===== src/rtl/mips150_muldiv_ctrl_pkg.sv =====
// Shared funct-field encodings for the MIPS150 multiply/divide unit.
// Kept alongside the other RTYPE funct decodes used by the execute stage.
package mips150_muldiv_ctrl_pkg;

    localparam logic [5:0] FUNCT_MFHI  = 6'h10;
    localparam logic [5:0] FUNCT_MTHI  = 6'h11;
    localparam logic [5:0] FUNCT_MFLO  = 6'h12;
    localparam logic [5:0] FUNCT_MTLO  = 6'h13;
    localparam logic [5:0] FUNCT_MULT  = 6'h18;
    localparam logic [5:0] FUNCT_MULTU = 6'h19;
    localparam logic [5:0] FUNCT_DIV   = 6'h1A;
    localparam logic [5:0] FUNCT_DIVU  = 6'h1B;

endpackage


===== src/rtl/mips150_muldiv_step.sv =====
// One iteration of the sequencer: a shift-add multiply step (LSB first)
// or a restoring shift-subtract divide step on a {hi,lo} accumulator.
module mips150_muldiv_step #(
    parameter int WIDTH = 32
) (
    input  logic                 op_is_div,
    input  logic [2*WIDTH-1:0]   acc,
    input  logic [WIDTH-1:0]     operand,
    output logic [2*WIDTH-1:0]   acc_next
);

    logic [WIDTH:0] mul_sum;
    logic [WIDTH:0] div_shift;
    logic [WIDTH:0] div_diff;

    always_comb begin
        // Multiply: lo holds the remaining multiplier bits, hi the partial sum.
        mul_sum   = {1'b0, acc[2*WIDTH-1:WIDTH]} + (acc[0] ? {1'b0, operand} : '0);
        // Divide: partial remainder gets the next dividend bit shifted in.
        div_shift = acc[2*WIDTH-1:WIDTH-1];
        div_diff  = div_shift - {1'b0, operand};
        if (op_is_div) begin
            if (!div_diff[WIDTH]) begin
                acc_next = {div_diff[WIDTH-1:0], acc[WIDTH-2:0], 1'b1};
            end else begin
                acc_next = {div_shift[WIDTH-1:0], acc[WIDTH-2:0], 1'b0};
            end
        end else begin
            acc_next = {mul_sum, acc[WIDTH-1:1]};
        end
    end

endmodule


===== src/rtl/mips150_muldiv_ctrl.sv =====
// Iterative MULT/MULTU/DIV/DIVU sequencer owning HI/LO, with MF/MT service
// and a stall request whenever HI/LO are touched while an op is in flight.
module mips150_muldiv_ctrl
    import mips150_muldiv_ctrl_pkg::*;
#(
    parameter int WIDTH = 32
) (
    input  logic             clk,
    input  logic             rst,
    input  logic             valid,
    input  logic [5:0]       funct,
    input  logic             is_rtype,
    input  logic [WIDTH-1:0] rs_val,
    input  logic [WIDTH-1:0] rt_val,
    output logic [WIDTH-1:0] hi,
    output logic [WIDTH-1:0] lo,
    output logic             busy,
    output logic             done,
    output logic             stall
);

    localparam int CW = $clog2(WIDTH);

    typedef enum logic [1:0] {IDLE, RUN, FIXUP} state_t;

    state_t               state_reg, state_next;
    logic [2*WIDTH-1:0]   acc_reg, acc_next;
    logic [WIDTH-1:0]     operand_reg, operand_next;
    logic [WIDTH-1:0]     rs_raw_reg, rs_raw_next;
    logic [WIDTH-1:0]     hi_reg, hi_next;
    logic [WIDTH-1:0]     lo_reg, lo_next;
    logic [CW-1:0]        cnt_reg, cnt_next;
    logic                 is_div_reg, is_div_next;
    logic                 neg_q_reg, neg_q_next;
    logic                 neg_r_reg, neg_r_next;
    logic                 div0_reg, div0_next;
    logic                 done_reg;

    logic                 accept, start, mf, mt;
    logic                 op_signed, op_div;
    logic [WIDTH-1:0]     rs_abs, rt_abs;
    logic [2*WIDTH-1:0]   step_out;
    logic [2*WIDTH-1:0]   prod_fix;

    assign accept = valid & is_rtype;
    assign start  = accept & ((funct == FUNCT_MULT) | (funct == FUNCT_MULTU) |
                              (funct == FUNCT_DIV)  | (funct == FUNCT_DIVU));
    assign mf     = accept & ((funct == FUNCT_MFHI) | (funct == FUNCT_MFLO));
    assign mt     = accept & ((funct == FUNCT_MTHI) | (funct == FUNCT_MTLO));

    assign busy   = (state_reg != IDLE);
    assign stall  = busy & (start | mf | mt);
    assign hi     = hi_reg;
    assign lo     = lo_reg;
    assign done   = done_reg;

    // Bit 1 separates divides from multiplies, bit 0 marks the unsigned forms.
    assign op_div    = funct[1];
    assign op_signed = ~funct[0];
    assign rs_abs    = (op_signed & rs_val[WIDTH-1]) ? -rs_val : rs_val;
    assign rt_abs    = (op_signed & rt_val[WIDTH-1]) ? -rt_val : rt_val;
    assign prod_fix  = neg_q_reg ? -acc_reg : acc_reg;

    mips150_muldiv_step #(.WIDTH(WIDTH)) u_step (
        .op_is_div (is_div_reg),
        .acc       (acc_reg),
        .operand   (operand_reg),
        .acc_next  (step_out)
    );

    always_comb begin
        state_next   = state_reg;
        acc_next     = acc_reg;
        operand_next = operand_reg;
        rs_raw_next  = rs_raw_reg;
        hi_next      = hi_reg;
        lo_next      = lo_reg;
        cnt_next     = cnt_reg;
        is_div_next  = is_div_reg;
        neg_q_next   = neg_q_reg;
        neg_r_next   = neg_r_reg;
        div0_next    = div0_reg;
        case (state_reg)
            IDLE: begin
                if (start) begin
                    is_div_next  = op_div;
                    operand_next = op_div ? rt_abs : rs_abs;
                    acc_next     = {{WIDTH{1'b0}}, (op_div ? rs_abs : rt_abs)};
                    neg_q_next   = op_signed & (rs_val[WIDTH-1] ^ rt_val[WIDTH-1]);
                    neg_r_next   = op_signed & rs_val[WIDTH-1];
                    div0_next    = op_div & (rt_val == '0);
                    rs_raw_next  = rs_val;
                    cnt_next     = '0;
                    state_next   = RUN;
                end else if (mt) begin
                    if (funct == FUNCT_MTHI) hi_next = rs_val;
                    else                     lo_next = rs_val;
                end
            end
            RUN: begin
                acc_next = step_out;
                cnt_next = cnt_reg + 1'b1;
                if (cnt_reg == CW'(WIDTH - 1)) state_next = FIXUP;
            end
            FIXUP: begin
                if (!is_div_reg) begin
                    hi_next = prod_fix[2*WIDTH-1:WIDTH];
                    lo_next = prod_fix[WIDTH-1:0];
                end else if (div0_reg) begin
                    hi_next = rs_raw_reg;
                    lo_next = '1;
                end else begin
                    lo_next = neg_q_reg ? -acc_reg[WIDTH-1:0] : acc_reg[WIDTH-1:0];
                    hi_next = neg_r_reg ? -acc_reg[2*WIDTH-1:WIDTH] : acc_reg[2*WIDTH-1:WIDTH];
                end
                state_next = IDLE;
            end
            default: state_next = IDLE;
        endcase
    end

    always_ff @(posedge clk or posedge rst) begin
        if (rst) begin
            state_reg   <= IDLE;
            acc_reg     <= '0;
            operand_reg <= '0;
            rs_raw_reg  <= '0;
            hi_reg      <= '0;
            lo_reg      <= '0;
            cnt_reg     <= '0;
            is_div_reg  <= 1'b0;
            neg_q_reg   <= 1'b0;
            neg_r_reg   <= 1'b0;
            div0_reg    <= 1'b0;
            done_reg    <= 1'b0;
        end else begin
            state_reg   <= state_next;
            acc_reg     <= acc_next;
            operand_reg <= operand_next;
            rs_raw_reg  <= rs_raw_next;
            hi_reg      <= hi_next;
            lo_reg      <= lo_next;
            cnt_reg     <= cnt_next;
            is_div_reg  <= is_div_next;
            neg_q_reg   <= neg_q_next;
            neg_r_reg   <= neg_r_next;
            div0_reg    <= div0_next;
            done_reg    <= (state_reg == FIXUP);
        end
    end

endmodule


===== config.mk =====
export PLATFORM = sky130hd
export DESIGN_NAME = mips150_muldiv_ctrl
export DESIGN_NICKNAME = d
export VERILOG_FILES = /design/src/rtl/mips150_muldiv_ctrl_pkg.sv /design/src/rtl/mips150_muldiv_step.sv /design/src/rtl/mips150_muldiv_ctrl.sv
export SDC_FILE = /design/constraint.sdc
export NUM_CORES = 1
export LEC_CHECK = 0
export CAP_MARGIN = 20
export CELL_PAD_IN_SITES_DETAIL_PLACEMENT = 0
export CELL_PAD_IN_SITES_GLOBAL_PLACEMENT = 1
export CORE_UTILIZATION = 40
export CTS_CLUSTER_DIAMETER = 80
export DETAILED_ROUTE_END_ITERATION = 16
export DONT_BUFFER_PORTS = 1
export GPL_TIMING_DRIVEN = 0
export MAX_ROUTING_LAYER = met4
export PLACE_DENSITY_LB_ADDON = 0.1
export SETUP_SLACK_MARGIN = 0.2
export SLEW_MARGIN = 10
export SYNTH_ARGS = -nofsm -noshare
export SYNTH_HDL_FRONTEND = slang
export SYNTH_SLANG_ARGS = --single-unit

===== constraint.sdc =====
create_clock -name clk -period 8.7 [get_ports clk]
set_clock_uncertainty 0.05 [all_clocks]
set_input_delay 0.87 -clock clk [delete_from_list [all_inputs] [get_ports clk]]
set_output_delay 0.87 -clock clk [all_outputs]
set_load 0.05 [all_outputs]

======== Word level (Yosys, flattened, before mapping) ========
Cells that the tools add are included.
Widths: inputs -> output; s select.
storage, ports and cells
  input port bits ......................... 74
  register bits ........................... 204
  output and inout bits ................... 67
operators by class
  muxes and demuxes ....................... 29
  equality and inequality tests ........... 17
  reduce and logical (&&, ||, !) cells .... 10
  bitwise gates (word level) .............. 18
  $add $sub $neg .......................... 8
operator list
  kind                 number
  $mux 32              17
  $mux 64              4
  $neg 32->32          4
  $pmux 32 s2          2
  $pmux 64 s2          1
  $neg 64->64          1
  $eq 6x5->1 const B   8
  $add 32x33->33       1
  $sub 33x32->33       1
  $logic_not 32->1     1
  $ne 2x2->1 const B   6
  $pmux 5 s2           1
  $and 1x1->1          9
  $reduce_and 4->1     2
  $or 1x1->1           7
  $reduce_and 2->1     3
  $reduce_bool 2->1    3
  $add 5x1->5 const B  1
  $eq 5x5->1 const B   1
  $mux 5               1
  $mux 2               2
  $pmux 2 s2           1
  $eq 2x1->1 const B   1
  $eq 2x2->1 const B   1
  3 further kinds      3

======== Longest topological paths before layout ========
  depth after elaboration ................. 8
  gate-level depth with buffers ........... 15
  depth with buffers taken out ............ 14

======== By module ========
Synthesis repeated with hierarchy kept, for this count alone.
unflattened totals
  cell total of the unflattened synthesis .. 2271
  area total of the unflattened synthesis .. 17790.8 um2
by module, submodules not included
  module               cells an instance  times used  area an instance (um2)  sequential area each (um2)
  mips150_muldiv_ctrl  1608               1           13200.2                 5104.9
  mips150_muldiv_step  663                1           4590.7                  0.0

======== Worst setup path after synthesis ========
Ideal clock, no wire load.
  path kind ............................... register to register
  start point ............................. register acc_reg[31]
  end point ............................... register acc_reg[33]
  arrival time ............................ 3339 ps
  data required time ...................... 8524 ps
  period minus slack after synthesis ...... 3515 ps
  buffers on the path ..................... 1
  path slack .............................. 5185 ps
  cell stages (with the launch flop) ...... 15
  cell sequence ........................... dfrtp_1 inv_1 ha_1 fa_1 nand2b_1 a21o_1 and4_1 o21ai_1 a41o_1 a21oi_1 a21o_1 xnor2_2 buf_2 mux2i_1 a221o_1
between the ends
  longest elaborated chain between the ends .. 4
RTL lines
  what                      line                        text
  start: declaration        mips150_muldiv_ctrl.sv:27   logic [2*WIDTH-1:0] acc_reg, acc_next;
  start signal: assignment  mips150_muldiv_ctrl.sv:138  acc_reg <= acc_next;
  $sub 33x32->33            mips150_muldiv_step.sv:21   div_diff = div_shift - {1'b0, operand};
  $mux 64                   mips150_muldiv_step.sv:23   if (!div_diff[WIDTH]) begin
  $mux 64                   mips150_muldiv_step.sv:22   if (op_is_div) begin
  $pmux 64 s2               mips150_muldiv_ctrl.sv:83   case (state_reg)
Every way passes these cells.
A chain may end at the register's enable or synchronous reset.

======== Worst setup path in the final report ========
  start point ............................. register acc_reg[0]
  end point ............................... register hi_reg[22], in the netlist hi[22]
between the ends
  longest elaborated chain between the ends .. 4
RTL lines
  what                    line                        text
  $neg 64->64             mips150_muldiv_ctrl.sv:62   assign prod_fix = neg_q_reg ? -acc_reg : acc_reg;
  $mux 64                 mips150_muldiv_ctrl.sv:62
  $mux 32                 mips150_muldiv_ctrl.sv:106  if (!is_div_reg) begin
  $pmux 32 s2             mips150_muldiv_ctrl.sv:83
  end signal: assignment  mips150_muldiv_ctrl.sv:141  hi_reg <= hi_next;
  end: declaration        mips150_muldiv_ctrl.sv:30   logic [WIDTH-1:0] hi_reg, hi_next;
Every way passes these cells.

==> qor.csv <==
stage;metric;value;unit
drt;DR WL/cell;26.2;um
place;HPWL after DPL;57400;um
sta;final slew viol count;0;
yosys;Syn Inst Count;2167;
setup_path;crit-path max FO;10;
place;Final Wtd Congestion;0.966;
clock_tree;CTS max path bufs;3;
drt;DR iter-0 viols;1689;
place;cell area after placement;17700;um2
clock_tree;clock sink count;204;
sta;RSZ-0062 raised after global routing;false;
grt;first-pass GRT wire length;107000;um
sta;final setup fails;0;
die;row count;74;
die;Ports;141;
clock_tree;root buf cell;clkbuf_16;
grt;pin count of the biggest net entering global routing;80;
setup_path;Crit. End Element;register;
clock_tree;post-CTS resize count;0;
drt;Final ANT Viol Nets;0;
cells_and_area;most common cell after layout, fill and taps aside;nand2_1;
sta;fmax;195;MHz
yosys;Syn Nets;2313;
die;core box area;41300;um2
pwr;worst ir drop on vdd;0.163;mV
cells_and_area;share of layout cells above drive strength 1;4.24;%
drt;Via Count;17000;
yosys;Synth Register Bits;204;
setup_path;CP Launch Point;acc_reg[0];
yosys;synth top area cells;dfrtp_1 30%, o21ai_0 6.8%, nand2_1 6.7%;
place;placed insts;2701;
cells_and_area;area added between synthesis and finish;9.62;%
clock_tree;Setup Fix Bufs, Post-CTS;0;
yosys;Synth cell types;77;
pwr;Pwr per Cell Area;337;nW/um2
clock_tree;H-tree depth;1;
cells_and_area;antenna cells;0;
grt;initial antenna violation count;2;
clock_tree;cts hold-fix bufs;0;
sta;final hold violation count;0;
grt;number of global-route vias before repair;16400;
drt;drt first pass iters;5;
grt;Tot GR Track Use;34.0;%
place;buffers added on ports;0;
sta;Least-Margin Pin Slew;1.12;ns
yosys;Seq/Total Area, Yosys;30.2;%
cells_and_area;Non-Filler Instances;2749;
outcome;outcome;finished clean;
clock_tree;CTS Buf Count;26;
drt;DR DRC count;0;
setup_path;Worst Path Arrival;5.58;ns
yosys;asr flop ratio synth;100;%
yosys;syn avg cell area;7.81;um2
setup_path;R2R setup slack;3.56;ns
setup_path;launch point of the worst reg-to-reg path;acc_reg[0];
sta;final cycle utilization of the critical path;59.0;%
yosys;cell taking the most area after synthesis;dfrtp_1;
setup_path;R2R Path End;hi[22];
grt;GRT overflow;0;
setup_path;startpoint types;register;
yosys;most used flip-flop cell after synthesis;dfrtp_1;
die;Die Area;43100;um2
cells_and_area;max FFs per register;64;
cells_and_area;Design Area, Final;18600;um2
setup_path;Critical path destination;hi[22];
die;DIE HEIGHT;208;um
setup_path;crit path kind;register to register;
clock_tree;CTS tree;yes;
drt;post-DR vias/cell;6.18;
clock_tree;Clock Pin Slew Worst Setup and Hold Paths;0.06;ns
cells_and_area;most frequent cells in the layout;303 x nand2_1, 231 x o21ai_0, 204 x dfrtp_1;
yosys;YS warnings;0;
sta;crit path time final;5.14;ns
min_path;worst hold path type;input pin to async pin;
yosys;post-synth top area share;30.2;%
sta;Max transition margin;25.2;%
run;Max-Cap Viols;0;
setup_path;worst path required time;9.15;ns
clock_tree;clock latency on the worst-skew pair;0.58;ns
yosys;EDFF count, synth;0;
cells_and_area;# nets final;2344;
die;Die W;208;um
yosys;synthesized area;16900;um2
pwr;leakage power;8.02;nW
setup_path;Worst Reg-to-Reg Cells;13;
die;Starting Density;41.0;%
drt;final wirelength;72100;um
worst max-delay path, cell delays in order (launching register included):
cell and delay [ns]:
dfrtp_1 0.54, inv_1 0.20, clkbuf_1 0.69, ha_1 0.32, or4b_1 0.49, nor3_1 0.43, nand3_1 0.24, nor4_1 0.80
a31oi_1 0.40, a21oi_1 0.31, and2_1 0.15, o21ai_0 0.10, o2111a_1 0.22, a21oi_1 0.12
per-layer routing:
| metal | vias to the layer above | GRT usage, % | part of all wire, % |
|---|---|---|---|
| li1 | 7887 | - | - |
| met1 | 8346 | 44.5 | 43 |
| met2 | 637 | 52.8 | 46 |
| met3 | 128 | 6.22 | 7.5 |
| met4 | 0 | 11.3 | 3.7 |
| met5 | - | - | 0 |
metrics by stage:
stage	setup slack [ns]	hold WS [ns]	TNS, ns	total power, W	utilization, %
6_report	3.56	0.0918	0	0.00626	44.9
3_5_place_dp	3.76	0.413	0	0.00505	42.7
3_3_place_gp	-0.447	0.409	-84.06	0.00503	42.6
5_1_grt	3.35	0.141	0	0.00665	44.9
4_1_cts	3.74	0.113	0	0.00622	44.9
2_1_floorplan	2.21	0.396	0	0.00402	-
logic make-up (layout without fill, tap and decap cells):
family          count (synthesis)  count (layout)  synth area share, %
buf+inv                       226             276                 5.18
fa+ha+maj                      72              72                 5.41
simple gates                  673             673                 18.4
compound gates                734             734                 26.7
xor+xnor                      161             161                 8.38
mux                            97              97                 5.80
flops                         204             204                 30.2
area by class of cell:
cell class | count | area (um2)
Timing Repair Buffer | 3 | 60.1
Clock buffer | 34 | 732
Tap cell | 532 | 666
Inverter | 70 | 270
Buffer | 156 | 614
Clock inverter | 13 | 163
Fill cell | 4232 | 22700
Sequential cell | 204 | 5100
Multi-Input combinational cell | 1737 | 10900
power breakdown:
part	switching [W]	total, W	internal, W
Clock	0.000474	0.00116	0.000684
Sequential	0.000513	0.00170	0.00119
Combinational	0.00209	0.00339	0.00131
Total	0.00307	0.00626	0.00318
Yosys cell counts (24+ instances only):
cell type  count
nand2_1      303
dfrtp_1      204
inv_1         68
mux2i_1       89
xnor2_1       95
a21oi_1      178
o211ai_1      33
a211oi_1      60
a21o_1        41
o22ai_1       38
nor2_1       161
o21ai_0      231
xor2_1        65
clkbuf_1     131
or3_1         24
nor3_1        32
ha_1          70
a22oi_1       26
worst min-delay path by stage:
stage | start | endpoint | slack [ns] | cells after the start
final | rst | rs_raw_reg[18] | 0.09 | 1
after global routing | rst | rs_raw_reg[18] | 0.14 | 1
after CTS | rst | rs_raw_reg[18] | 0.11 | 1
after detailed placement | rs_raw_reg[2] | rs_raw_reg[2] | 0.41 | 2
after global placement | rs_raw_reg[10] | rs_raw_reg[10] | 0.41 | 2
after floorplan | rs_raw_reg[22] | rs_raw_reg[22] | 0.40 | 2
Power figures use the tool's default switching activity.
==> patch 1, RTL diff (config.mk and constraints unchanged) <==
`WIDTH` is set to 32 in 2 places; all go to 16.
--- a/src/rtl/mips150_muldiv_step.sv
+++ b/src/rtl/mips150_muldiv_step.sv
@@ -2,5 +2,5 @@
 // or a restoring shift-subtract divide step on a {hi,lo} accumulator.
 module mips150_muldiv_step #(
-    parameter int WIDTH = 32
+    parameter int WIDTH = 16
 ) (
     input  logic                 op_is_div,
--- a/src/rtl/mips150_muldiv_ctrl.sv
+++ b/src/rtl/mips150_muldiv_ctrl.sv
@@ -4,5 +4,5 @@
     import mips150_muldiv_ctrl_pkg::*;
 #(
-    parameter int WIDTH = 32
+    parameter int WIDTH = 16
 ) (
     input  logic             clk,
Interface: changed (resized hi, lo, rs_val and rt_val); port bits go from 141 to 77. No check against the original RTL was run, so the function may have changed too.
==> patch 1 against the original RTL <==
  * Clock power decreased by 65%
  * Design area is 49% lower
  * Setup slack better by 1.1 ns
  * Sequential share of layout area is 0.87 points higher
  * Routed wire length fell by 55%
  * Largest power group unchanged
  * Sequential cell count is 97 lower
  * Synthesized area is 48% lower
  * Power shrank 50%
==> patch 1: results (changes against the original RTL) <==
critical_path:
  cp_max_fo: 10  # unchanged
  max_stage_delay_ns: 0.71  # was 0.80 ns
  worst-r2r-setup-slack_ns: 4.62  # was 3.56 ns
  required_ns: 8.86  # was 9.15 ns
  cpMaxStageDelayCell: "a2111oi_0"  # was nor4_1
drt:
  post_drt_wl_per_cell_microns: 23.2  # was 26.2 microns
  drt_iter0_drc: 781  # was 1689
  drtPass1Iterations: 5  # unchanged
  route.vias.total: 8449  # was 17.0k
synth:
  yosysSeqAreaShare_pct: 30.5  # was 30.2%
  synth_commonest_cells: "nand2_1, dfrtp_1, o21ai_0"  # was nand2_1, o21ai_0, dfrtp_1
  yosysWarnings: 0  # unchanged
  netlist_top_cells_area: "dfrtp_1, nand2_1, o21ai_0"  # was dfrtp_1, o21ai_0, nand2_1
  syn-num-nets: 1187  # was 2313
  synth_ff_type: "dfrtp_1"  # unchanged
  yosys.cell_types.count: 86  # was 77
  synthArstFlopShare_pct: 100  # unchanged
final_layout:
  largest_reg_flops: 32  # was 64
  diodes: 0  # unchanged
  drive_gt1_share_pct: 6.68  # was 4.24%
  fillers: 2185  # was 4232
place:
  routabilityCongestion: 0.933  # was 0.966
  io_buffers: 0  # unchanged
  placed_cell_area_sq_mm: 0.00916  # was 0.0177 sq mm
  dp_hpwl_microns: 25200  # was 57400 microns
hold_path:
  hp-class: "input pin to asynchronous set/reset pin"  # unchanged
global_route:
  grt_max_degree: 62  # was 80
  grt_antenna_before_repair: 1  # was 2
  grt.total_usage_pct: 30.7  # was 34.0%
  grt_pass1_wl_microns: 49500  # was 107000 microns
  grt_pass1_vias: 8039  # was 16.4k
sta:
  maxSlewHeadroom_pct: 36.6  # was 25.2%
  fin_worst_hold_slack_ns: 0.344  # was 0.0918 ns
cts:
  cts_buffers: 9  # was 26
  cts-root-buf: "clkbuf_16"  # unchanged
  clkTransAtPathRegs_ns: 0.08  # was 0.06 ns
  worst_skew_pair.late_latency_ns: 0.37  # was 0.58 ns
  cts_resized: 0  # unchanged
  post_cts_buffers: 0  # unchanged
  h-tree-depth: 3  # was 1
  clk_path_buf_depth: 2  # was 3
outcome:
  outcome: "completed"  # unchanged
power:
  leakage_uw: 0.00395  # was 0.00802 uW
  vdd_drop_max_uv: 116  # was 163 uV
==> patch 1: cell families (layout without fill, tap and decap cells) <==
group                    after synthesis  after routing  share of synthesized area (%)
multiplexers                          36             36                           4.26
XOR/XNOR                              78             78                           7.87
AO/OA/AOI/OAI                        346            346                           25.0
flip-flops                           107            107                           30.5
adder cells (fa/ha/maj)               39             39                           5.73
AND/OR/NAND/NOR                      366            366                           20.0
buffers and inverters                134            151                           6.64
==> patch 1: path summary, 6_finish.rpt <==
path                                from              to  cells past startpoint
setup / recovery              acc_reg[0]     acc_reg[31]                     12
hold / removal                       rst  rs_raw_reg[13]                      1
setup reg to reg              acc_reg[0]     acc_reg[31]                     12
hold reg to reg            rs_raw_reg[6]   rs_raw_reg[6]                      2
max in group asynchronous            rst      is_div_reg                      2
min in group clk           rs_raw_reg[6]   rs_raw_reg[6]                      2
==> patch 1: layout make-up <==
| class | count | area share [%] |
|---|---|---|
| multi-input cells | 865 | 58.5 |
| flip-flops and latches | 107 | 28.4 |
| plain buffers | 73 | 3.75 |
| well taps | 275 | 3.65 |
| inverters | 61 | 2.48 |
| clock buffers | 10 | 2.43 |
| clock inverters | 6 | 0.491 |
| repair buffers | 1 | 0.292 |
==> patch 1: layer usage <==
layer / part of all wire [%] / up-vias / track usage [%]
met5: 0 / - / -
met4: 1.9 / 0 / 6.87
met3: 6.4 / 36 / 5.73
met2: 45 / 291 / 46.7
met1: 46 / 4147 / 42.1
li1: - / 3975 / -
==> patch 1: stage by stage <==
| stage | worst slack [ns] | instances | power, uW | utilization [%] |
|---|---|---|---|---|
| 4_1_cts | 4.63 | 1398 | 3110 | 44.3 |
| 2_1_floorplan | 4.96 | 1106 | 2220 | - |
| 5_1_grt | 4.39 | 1398 | 3340 | 44.3 |
| 6_report | 4.62 | 1398 | 3110 | 44.3 |
| 3_3_place_gp | 3.47 | 1381 | 2680 | 42.9 |
| 3_5_place_dp | 4.61 | 1382 | 2690 | 43.0 |
==> patch 1: power by group <==
group          leakage, uW  internal, uW  switching [uW]
Combinational      0.00251           665            1060
Sequential         0.00131           656             322
Clock             0.000135           198             213
==> patch 1: worst max-delay path: cells and delay by family, from the launching register on <==
family	cells	cell delay [ns]
buffers and inverters	4	1.42
adders and majority gates	1	0.29
and+or+nand+nor	2	0.36
DFF	1	0.36
AOI/OAI and AO/OA	5	1.44
==> patch 2, RTL diff (same flow settings) <==
Made on the original files. Re-encode `state_t` (3 states) as one-hot, 3 bits wide.
--- a/src/rtl/mips150_muldiv_ctrl.sv
+++ b/src/rtl/mips150_muldiv_ctrl.sv
@@ -22,5 +22,5 @@
     localparam int CW = $clog2(WIDTH);
 
-    typedef enum logic [1:0] {IDLE, RUN, FIXUP} state_t;
+    typedef enum logic [2:0] {IDLE = 3'b001, RUN = 3'b010, FIXUP = 3'b100} state_t;
 
     state_t               state_reg, state_next;
Formal check against the unedited RTL: no difference found for any inputs over 4 cycles, from zero or initial values and one cycle with rst high; so few cycles prove little.
==> patch 2 against the original RTL <==
  * Largest cell class unchanged
  * Synthesized area increased by 0.54%
  * Critical endpoint is now hi[6]
  * Design area up 0.74%
  * Cell count grew 1.1%
  * Core utilization fell by 0.37 points
  * First-iteration DRC count up 0.30%
  * Highest routed layer unchanged
  * Sequential cell count is 1 higher
  * Non-clock buffer count stayed put
  * Power down 22%
  * Routed wire length grew 5.4%
  * Sequential share of layout area fell by 0.060 points
  * Setup slack worse by 0.039 ns
==> patch 2: results (changes against the original RTL) <==
outcome:
  outcome: "completed"  # unchanged
synth:
  synth_commonest_cells: "nand2_1, o21ai_0, dfrtp_1"  # unchanged
  syn-num-nets: 2334  # was 2313
  synth-adder-area-share_pct: 5.38  # was 5.41%
  synthXorXnorAreaFrac_pct: 9.16  # was 8.38%
  netlist_top_cells_area: "dfrtp_1, nand2_1, xnor2_1"  # was dfrtp_1, o21ai_0, nand2_1
  syn_area_per_cell_sq_um: 7.78  # was 7.81 sq um
  yosys.cell_types.count: 81  # was 77
  muxShareOfSynthArea_pct: 4.70  # was 5.80%
  yosysSeqAreaShare_pct: 30.2  # about the same
  synth-compound-area-share_pct: 25.8  # was 26.7%
global_route:
  met2_usage_pct: 54.8  # was 52.8%
  grt.total_usage_pct: 35.6  # was 34.0%
  grt_pass1_vias: 16800  # was 16.4k
  grtUsageMet3_pct: 5.93  # was 6.22%
  grt_pass1_wl_microns: 111000  # was 107000 microns
  grtUsageMet1_pct: 46.8  # was 44.5%
  grt_max_degree: 105  # was 80
final_layout:
  drive_gt1_share_pct: 3.75  # was 4.24%
  fin_nets: 2365  # was 2344
  fin_area_sq_mm: 0.0187  # was 0.0186 sq mm
  fillers: 4380  # was 4232
  stdcell_count: 2780  # was 2749
power:
  leakage_uw: 0.00776  # was 0.00802 uW
  powerSeq_uw: 1420  # was 1700 uW
  pwr-share-comb_pct: 45.8  # was 54.2%
  power_uw: 4860  # was 6260 uW
  vdd_drop_max_uv: 143  # was 163 uV
place:
  routabilityCongestion: 0.973  # was 0.966
  placed_cells: 2728  # was 2701
  placed_cell_area_sq_mm: 0.0177  # about the same
  dp_slack_ns: 3.67  # was 3.76 ns
  io_buffers: 0  # unchanged
  dp_hpwl_microns: 60300  # was 57400 microns
critical_path:
  cpMaxStageDelayCell: "nor4_1"  # unchanged
  max_stage_delay_ns: 0.82  # was 0.80 ns
  crit_arrival_ns: 5.64  # was 5.58 ns
  reg2reg_to: "hi[6]"  # was hi[22]
cts:
  h-tree-depth: 1  # unchanged
  worst_skew_pair.late_latency_ns: 0.59
  cts_buffers: 28  # was 26
sta:
  fin_worst_hold_slack_ns: 0.214  # was 0.0918 ns
  maxSlewHeadroom_pct: 25.4  # was 25.2%
  setup_slack_ns: 3.52  # was 3.56 ns
drt:
  route.met3.wl_microns: 5180  # was 5400 microns
  met2_length_microns: 34200  # was 33000 microns
  drtPass1Iterations: 6  # was 5
  drt_iter0_drc: 1694  # was 1689
  post_drt_wl_per_cell_microns: 27.4  # was 26.2 microns
  viasPerCell: 6.24  # was 6.18
  topRoutingLayerUsed: "met4"  # unchanged
  met1_length_microns: 33500  # was 31100 microns
-- patch 2: cell types whose count changed in the layout (fill, tap and decap cells not counted), sizes merged, moves of 7 or more --
cell | before | now
a31oi | 23 | 30
a211oi | 60 | 33
xor2 | 65 | 48
a21o | 41 | 29
nand3 | 23 | 41
nand2 | 303 | 321
o221ai | 7 | 22
nor2b | 11 | 18
nor3 | 33 | 41
xnor2 | 96 | 130
a21oi | 178 | 150
o21ai | 240 | 217
mux2i | 89 | 72
-- patch 2: area by class of cell --
class / count / area share (%)
Antenna cell: 2 / 0.0268
Multi-Input combinational cell: 1753 / 58.9
Buffer: 158 / 3.24
Tap cell: 539 / 3.61
Inverter: 72 / 1.49
Sequential cell: 205 / 27.5
Clock inverter: 11 / 0.797
Clock buffer: 39 / 4.30
Timing Repair Buffer: 1 / 0.147
